$ cat config.mk
export PLATFORM = sky130hd
export DESIGN_NAME = osc_freq_meter
export DESIGN_NICKNAME = d
export VERILOG_FILES = /design/src/rtl/osc_freq_meter.sv
export SDC_FILE = /design/constraint.sdc
export NUM_CORES = 1
export LEC_CHECK = 0
export BUFFER_PORTS_ARGS = -buffer_cell sky130_fd_sc_hd__buf_4
export CAP_MARGIN = 20
export CELL_PAD_IN_SITES_DETAIL_PLACEMENT = 2
export CELL_PAD_IN_SITES_GLOBAL_PLACEMENT = 2
export CORE_ASPECT_RATIO = 1.25
export CORE_MARGIN = 8
export CORE_UTILIZATION = 42
export DETAILED_ROUTE_END_ITERATION = 16
export PLACE_DENSITY_LB_ADDON = 0.1
export RECOVER_POWER = 100
export SLEW_MARGIN = 20
export SYNTH_ARGS = -nofsm -noshare
export SYNTH_HDL_FRONTEND = slang
export SYNTH_SLANG_ARGS = --single-unit
$ cat constraint.sdc
create_clock -name clk -period 6 [get_ports clk]
set_input_delay 1.2 -clock clk [delete_from_list [all_inputs] [get_ports clk]]
set_output_delay 1.2 -clock clk [all_outputs]
set_load 0.02 [all_outputs]
$ cat src/rtl/osc_freq_meter.sv
// Oscillator frequency meter: counts clk cycles between reference-pulse rising edges
// and hands each period to the host via valid/ack. Optional range check: OSC_FREQ_LIMIT_EN.
module osc_freq_meter #(
    parameter int unsigned CNT_W       = 32,
    parameter int unsigned SYNC_STAGES = 2,
    parameter logic [31:0] TIMEOUT     = 32'hFFFF_FFFF
`ifdef OSC_FREQ_LIMIT_EN
    ,
    parameter logic [CNT_W-1:0] FREQ_MIN = '0,
    parameter logic [CNT_W-1:0] FREQ_MAX = '0
`endif
) (
    input  logic             clk,
    input  logic             rst_n,
    input  logic             ref_in,
    input  logic             enable,
    output logic [CNT_W-1:0] freq_count,
    output logic             freq_valid,
    input  logic             freq_ack,
    output logic             overrun,
    output logic             saturated,
    output logic             ref_lost
`ifdef OSC_FREQ_LIMIT_EN
    ,
    output logic             freq_ok
`endif
);

    localparam int unsigned TMO_W = 32;

    typedef enum logic [1:0] {
        IDLE    = 2'd0,
        ARM     = 2'd1,
        MEASURE = 2'd2
    } state_t;

    state_t state;
    state_t state_next;

    logic [SYNC_STAGES-1:0] sync_q;
    logic                   ref_prev;
    logic                   ref_edge_c;

    logic [CNT_W-1:0] cnt;
    logic             cnt_max_c;
    logic [TMO_W-1:0] tmo_cnt;
    logic             tmo_hit_c;

    logic cnt_load_c;
    logic cnt_inc_c;
    logic capture_c;
    logic tmo_run_c;
    logic tmo_fire_c;
    logic load_c;

    // Reference synchronizer and rising-edge detect
    always_ff @(posedge clk or negedge rst_n) begin
        if (!rst_n) begin
            sync_q   <= '0;
            ref_prev <= 1'b0;
        end else begin
            sync_q   <= {sync_q[SYNC_STAGES-2:0], ref_in};
            ref_prev <= sync_q[SYNC_STAGES-1];
        end
    end

    assign ref_edge_c = sync_q[SYNC_STAGES-1] & ~ref_prev;
    assign cnt_max_c  = (cnt == {CNT_W{1'b1}});
    assign tmo_hit_c  = (tmo_cnt == (TIMEOUT - 32'd1));

    // FSM state register
    always_ff @(posedge clk or negedge rst_n) begin
        if (!rst_n) begin
            state <= IDLE;
        end else begin
            state <= state_next;
        end
    end

    // FSM next-state logic
    always_comb begin
        state_next = state;
        if (!enable) begin
            state_next = IDLE;
        end else begin
            case (state)
                IDLE:    state_next = ARM;
                ARM:     if (ref_edge_c) state_next = MEASURE;
                MEASURE: if (!ref_edge_c && tmo_hit_c) state_next = ARM;
                default: state_next = IDLE;
            endcase
        end
    end

    // FSM control outputs
    always_comb begin
        cnt_load_c = 1'b0;
        cnt_inc_c  = 1'b0;
        capture_c  = 1'b0;
        tmo_run_c  = 1'b0;
        tmo_fire_c = 1'b0;
        if (enable) begin
            case (state)
                ARM: begin
                    cnt_load_c = ref_edge_c;
                    tmo_run_c  = 1'b1;
                    tmo_fire_c = !ref_edge_c && tmo_hit_c;
                end
                MEASURE: begin
                    capture_c  = ref_edge_c;
                    cnt_load_c = ref_edge_c;
                    cnt_inc_c  = !ref_edge_c && !tmo_hit_c;
                    tmo_run_c  = 1'b1;
                    tmo_fire_c = !ref_edge_c && tmo_hit_c;
                end
                default: begin
                    cnt_load_c = 1'b0;
                end
            endcase
        end
    end

    // Period counter: restarts at 1 on each edge, clamps at all-ones, else held at 0
    always_ff @(posedge clk or negedge rst_n) begin
        if (!rst_n) begin
            cnt <= '0;
        end else if (cnt_load_c) begin
            cnt <= CNT_W'(1);
        end else if (cnt_inc_c) begin
            cnt <= cnt_max_c ? cnt : cnt + CNT_W'(1);
        end else begin
            cnt <= '0;
        end
    end

    // Edge-starvation timer
    always_ff @(posedge clk or negedge rst_n) begin
        if (!rst_n) begin
            tmo_cnt <= '0;
        end else if (tmo_run_c && !ref_edge_c && !tmo_fire_c) begin
            tmo_cnt <= tmo_cnt + TMO_W'(1);
        end else begin
            tmo_cnt <= '0;
        end
    end

    always_ff @(posedge clk or negedge rst_n) begin
        if (!rst_n) begin
            ref_lost <= 1'b0;
        end else if (ref_edge_c) begin
            ref_lost <= 1'b0;
        end else if (tmo_fire_c) begin
            ref_lost <= 1'b1;
        end
    end

    // A capture is accepted if the slot is free or being acknowledged this cycle
    assign load_c = capture_c && (!freq_valid || freq_ack);

    always_ff @(posedge clk or negedge rst_n) begin
        if (!rst_n) begin
            freq_count <= '0;
            freq_valid <= 1'b0;
            saturated  <= 1'b0;
        end else if (load_c) begin
            freq_count <= cnt;
            freq_valid <= 1'b1;
            saturated  <= cnt_max_c;
        end else if (freq_ack) begin
            freq_valid <= 1'b0;
        end
    end

    always_ff @(posedge clk or negedge rst_n) begin
        if (!rst_n) begin
            overrun <= 1'b0;
        end else if (freq_valid && freq_ack) begin
            overrun <= 1'b0;
        end else if (capture_c && freq_valid) begin
            overrun <= 1'b1;
        end
    end

`ifdef OSC_FREQ_LIMIT_EN
    logic in_range_c;
    assign in_range_c = (cnt >= FREQ_MIN) && (cnt <= FREQ_MAX);

    always_ff @(posedge clk or negedge rst_n) begin
        if (!rst_n) begin
            freq_ok <= 1'b0;
        end else if (load_c) begin
            freq_ok <= in_range_c;
        end
    end
`endif

endmodule

==> results.py <==
metrics = {
    "run_status": {
        "status": "finished, violations left",
        "violations": "capacitance limit, slew limit",
    },
    "power_and_ir_drop": {
        "internal_power_mw": 1.07,
        "p_sw_uw": 321,
        "p_per_area_nw_per_um2": 250,
        "p_clk_share_pct": 44.5,
        "ir_worst_vdd_mv": 0.113,
        "combPwrFrac_pct": 3.7,
        "pwr-share-seq_pct": 51.8,
        "fin_total_pwr_mw": 1.39,
        "switching_share_pct": 23.1,
        "leakagePower_nw": 2.20,
    },
    "final_layout": {
        "fill_cells": 1249,
        "final_layout_size_suffix_gt1_share_pct": 12.8,
        "num-nets-final": 516,
        "synthToLayoutAreaGrowth_pct": 12.5,
        "final_cell_mix": "dfrtp_1 (105), nor2_1 (52), clkbuf_1 (41), mux2_2 (32), xnor2_1 (30)",
        "ff_latch_area_sq_um": 2630,
        "num_antenna_cells": 0,
        "multi_input_area_sq_um": 2150,
        "fin_area_sq_um": 5530,
        "layout_commonest_cell": "dfrtp_1",
    },
    "floorplanning": {
        "die_y_microns": 137,
        "core-area_sq_um": 11500,
        "io_pins": 41,
        "start_util_pct": 42.7,
        "fp.dieW_microns": 113,
        "fp.dieArea_sq_um": 15400,
        "rows": 44,
    },
    "place": {
        "pre_cts_slack_ps": 3100,
        "postPlaceCellArea_sq_um": 5380,
        "dp_hpwl_microns": 8320,
        "gp_congestion": 0.751,
        "io_buffer_count": 40,
    },
    "detailed_routing": {
        "vias_per_cell": 5.64,
        "wirelength_microns": 12200,
        "avgRoutedWirePerCell_microns": 18.9,
        "drt-pass1-iter-count": 4,
        "dr.first_iter.drc_count": 82,
        "ant_nets": 0,
        "drc_errors": 0,
        "vias": 3647,
    },
    "critical_path": {
        "start_kind": "register",
        "crit_type": "register to register",
        "endpoint_kind": "register",
        "r2r_cells": 6,
        "crit_fanout": 32,
        "crit_arrival_ps": 3850,
        "critPathRequiredTime_ps": 6160,
    },
    "cts": {
        "htreeDepth": 3,
        "cts_tree": "yes",
        "cts.sinks": 105,
        "clkLatencyLatePin_ps": 350,
        "cts_buffer_depth": 2,
        "path_clk_slew_ps": 70,
        "hold_buffers": 0,
        "postCtsSetupBuffers": 0,
        "cts_resized": 0,
        "cts_root_buffer": "clkbuf_16",
        "numCtsBuffers": 9,
    },
    "global_routing": {
        "grt_pass1_wl_microns": 20700,
        "grt_pass1_vias": 4115,
        "grt.total_usage_pct": 16.7,
        "grt_max_degree": 62,
        "antenna_found_initial": 0,
        "overflow": 0,
    },
    "logic_synthesis": {
        "syn-instance-count": 465,
        "yosys_warnings": 0,
        "seq_area_frac_synth_pct": 53.4,
        "synth_cell_types": 39,
        "synthesis.area_sq_um": 4920,
        "synth_fp_nets": 477,
        "ys_seq_elements": 105,
        "syn_area_per_cell_sq_um": 10.6,
    },
    "sta": {
        "setup_viol": 0,
        "hold_viol": 0,
        "maxSlewViolCount": 78,
        "period_needed_ps": 3690,
        "worst_pin_slew_ps": 2400,
        "final.setup.worst_slack_ps": 2310,
        "fin_tns_setup_ps": 0,
        "rsz0062_at_grt": "false",
        "timing.final.crit_share_pct": 61.4,
        "slew_headroom_pct": -60.0,
        "fmax_mhz": 271,
        "skew_ps": 11.6,
    },
    "worst_hold_path": {
        "holdPathStages": 0,
        "hp-class": "register to register",
    },
    "run": {
        "cap_violations": 2,
    },
}
[cell type report]
| class | count | share of cell area [%] |
|---|---|---|
| clock buffers | 10 | 4.32 |
| clock inverters | 6 | 1.33 |
| inverters | 18 | 1.22 |
| multi-input cells | 323 | 38.9 |
| flip-flops and latches | 105 | 47.5 |
| well taps | 138 | 3.12 |
| repair buffers | 47 | 3.60 |
[critical path, stage by stage, from the launching register on]
cell	delay, ps
dfrtp_1	440
and4_1	280
nand4_1	590
or4_1	740
nand4_1	110
clkbuf_1	1090
o21ai_0	250
[flip-flops by register name, summed over array words and instances, names as in the netlist]
signal      flops
state           2
overrun         1
ref_prev        1
tmo_cnt        32
saturated       1
cnt            32
sync_q          2
freq_valid      1
freq_count     32
ref_lost        1
[logic make-up after synthesis]
kind of cell             synth area share [%]
AO/OA/AOI/OAI                            7.48
XOR/XNOR                                 7.13
adder cells (fa/ha/maj)                  1.78
buffers and inverters                    2.88
AND/OR/NAND/NOR                          19.1
multiplexers                             8.17
flip-flops                               53.4
[Yosys cell counts]
cell type | instances | share of area [%]
ha_1 | 7 | 1.8
nor2_1 | 52 | 4.0
a2111o_1 | 1 | 0.23
o31ai_1 | 7 | 1.1
nand3_1 | 21 | 2.1
or3_1 | 5 | 0.64
clkbuf_1 | 17 | 1.3
o21ai_0 | 13 | 1.3
xnor2_1 | 30 | 5.3
a21oi_1 | 19 | 1.9
xor2_1 | 10 | 1.8
dfrtp_1 | 105 | 53
a31oi_1 | 7 | 0.89
o311ai_0 | 2 | 0.36
a41oi_1 | 1 | 0.18
mux2i_1 | 3 | 0.61
nand2_1 | 26 | 2.0
or4_1 | 9 | 1.4
nand2b_1 | 2 | 0.25
and4_2 | 1 | 0.20
a31o_2 | 1 | 0.18
nor4_1 | 13 | 1.7
nand4_1 | 15 | 1.9
and3_1 | 7 | 0.89
inv_1 | 18 | 1.4
nand4_2 | 1 | 0.25
and4_1 | 5 | 0.89
mux2_2 | 33 | 7.6
buf_2 | 2 | 0.20
or4_2 | 3 | 0.53
or3_2 | 3 | 0.46
a311oi_1 | 2 | 0.36
nor2b_1 | 3 | 0.38
o211ai_1 | 3 | 0.46
a41o_1 | 1 | 0.20
nor3_1 | 13 | 1.3
and2_1 | 1 | 0.13
or2_2 | 1 | 0.13
a211oi_1 | 2 | 0.31
[power by group through the flow]
stage	logic [mW]	clock network, mW	registers (mW)
3_3_place_gp	0.0534	0	0.730
5_1_grt	0.0592	0.656	0.718
3_5_place_dp	0.0558	0	0.731
4_1_cts	0.0560	0.637	0.717
6_report	0.0516	0.617	0.717
2_1_floorplan	0.0273	0	0.730
[worst paths after layout]
kind | endpoint | start | slack, ps
max | cnt[0]$_DFFE_PN0P_ | tmo_cnt[12]$_DFF_PN0_ | 2310
max reg2reg | cnt[0]$_DFFE_PN0P_ | tmo_cnt[12]$_DFF_PN0_ | 2310
min in group asynchronous | freq_count[11]$_DFFE_PN0P_ | rst_n | 1570
max in group asynchronous | tmo_cnt[24]$_DFF_PN0_ | rst_n | 2590
min reg2reg | sync_q[1]$_DFF_PN0_ | sync_q[0]$_DFF_PN0_ | 360
min | sync_q[1]$_DFF_PN0_ | sync_q[0]$_DFF_PN0_ | 360
[metrics by stage]
step                      hold WS [ps]  util (%)  cells
final                              360      48.1    647
after global routing               379      48.1    647
after CTS                          365      49.5    646
after detailed placement           349      46.7    630
after global placement             337      46.7    630
after floorplan                    331         -    465
[metal layers]
layer	GRT usage, %	up-vias	wire, microns
met5	0	-	0
met4	7.06	0	194
met3	2.21	10	236
met2	32.3	22	6800
met1	17.7	1882	5000
li1	-	1733	-
No activity file was read; power rests on OpenSTA's default activity.
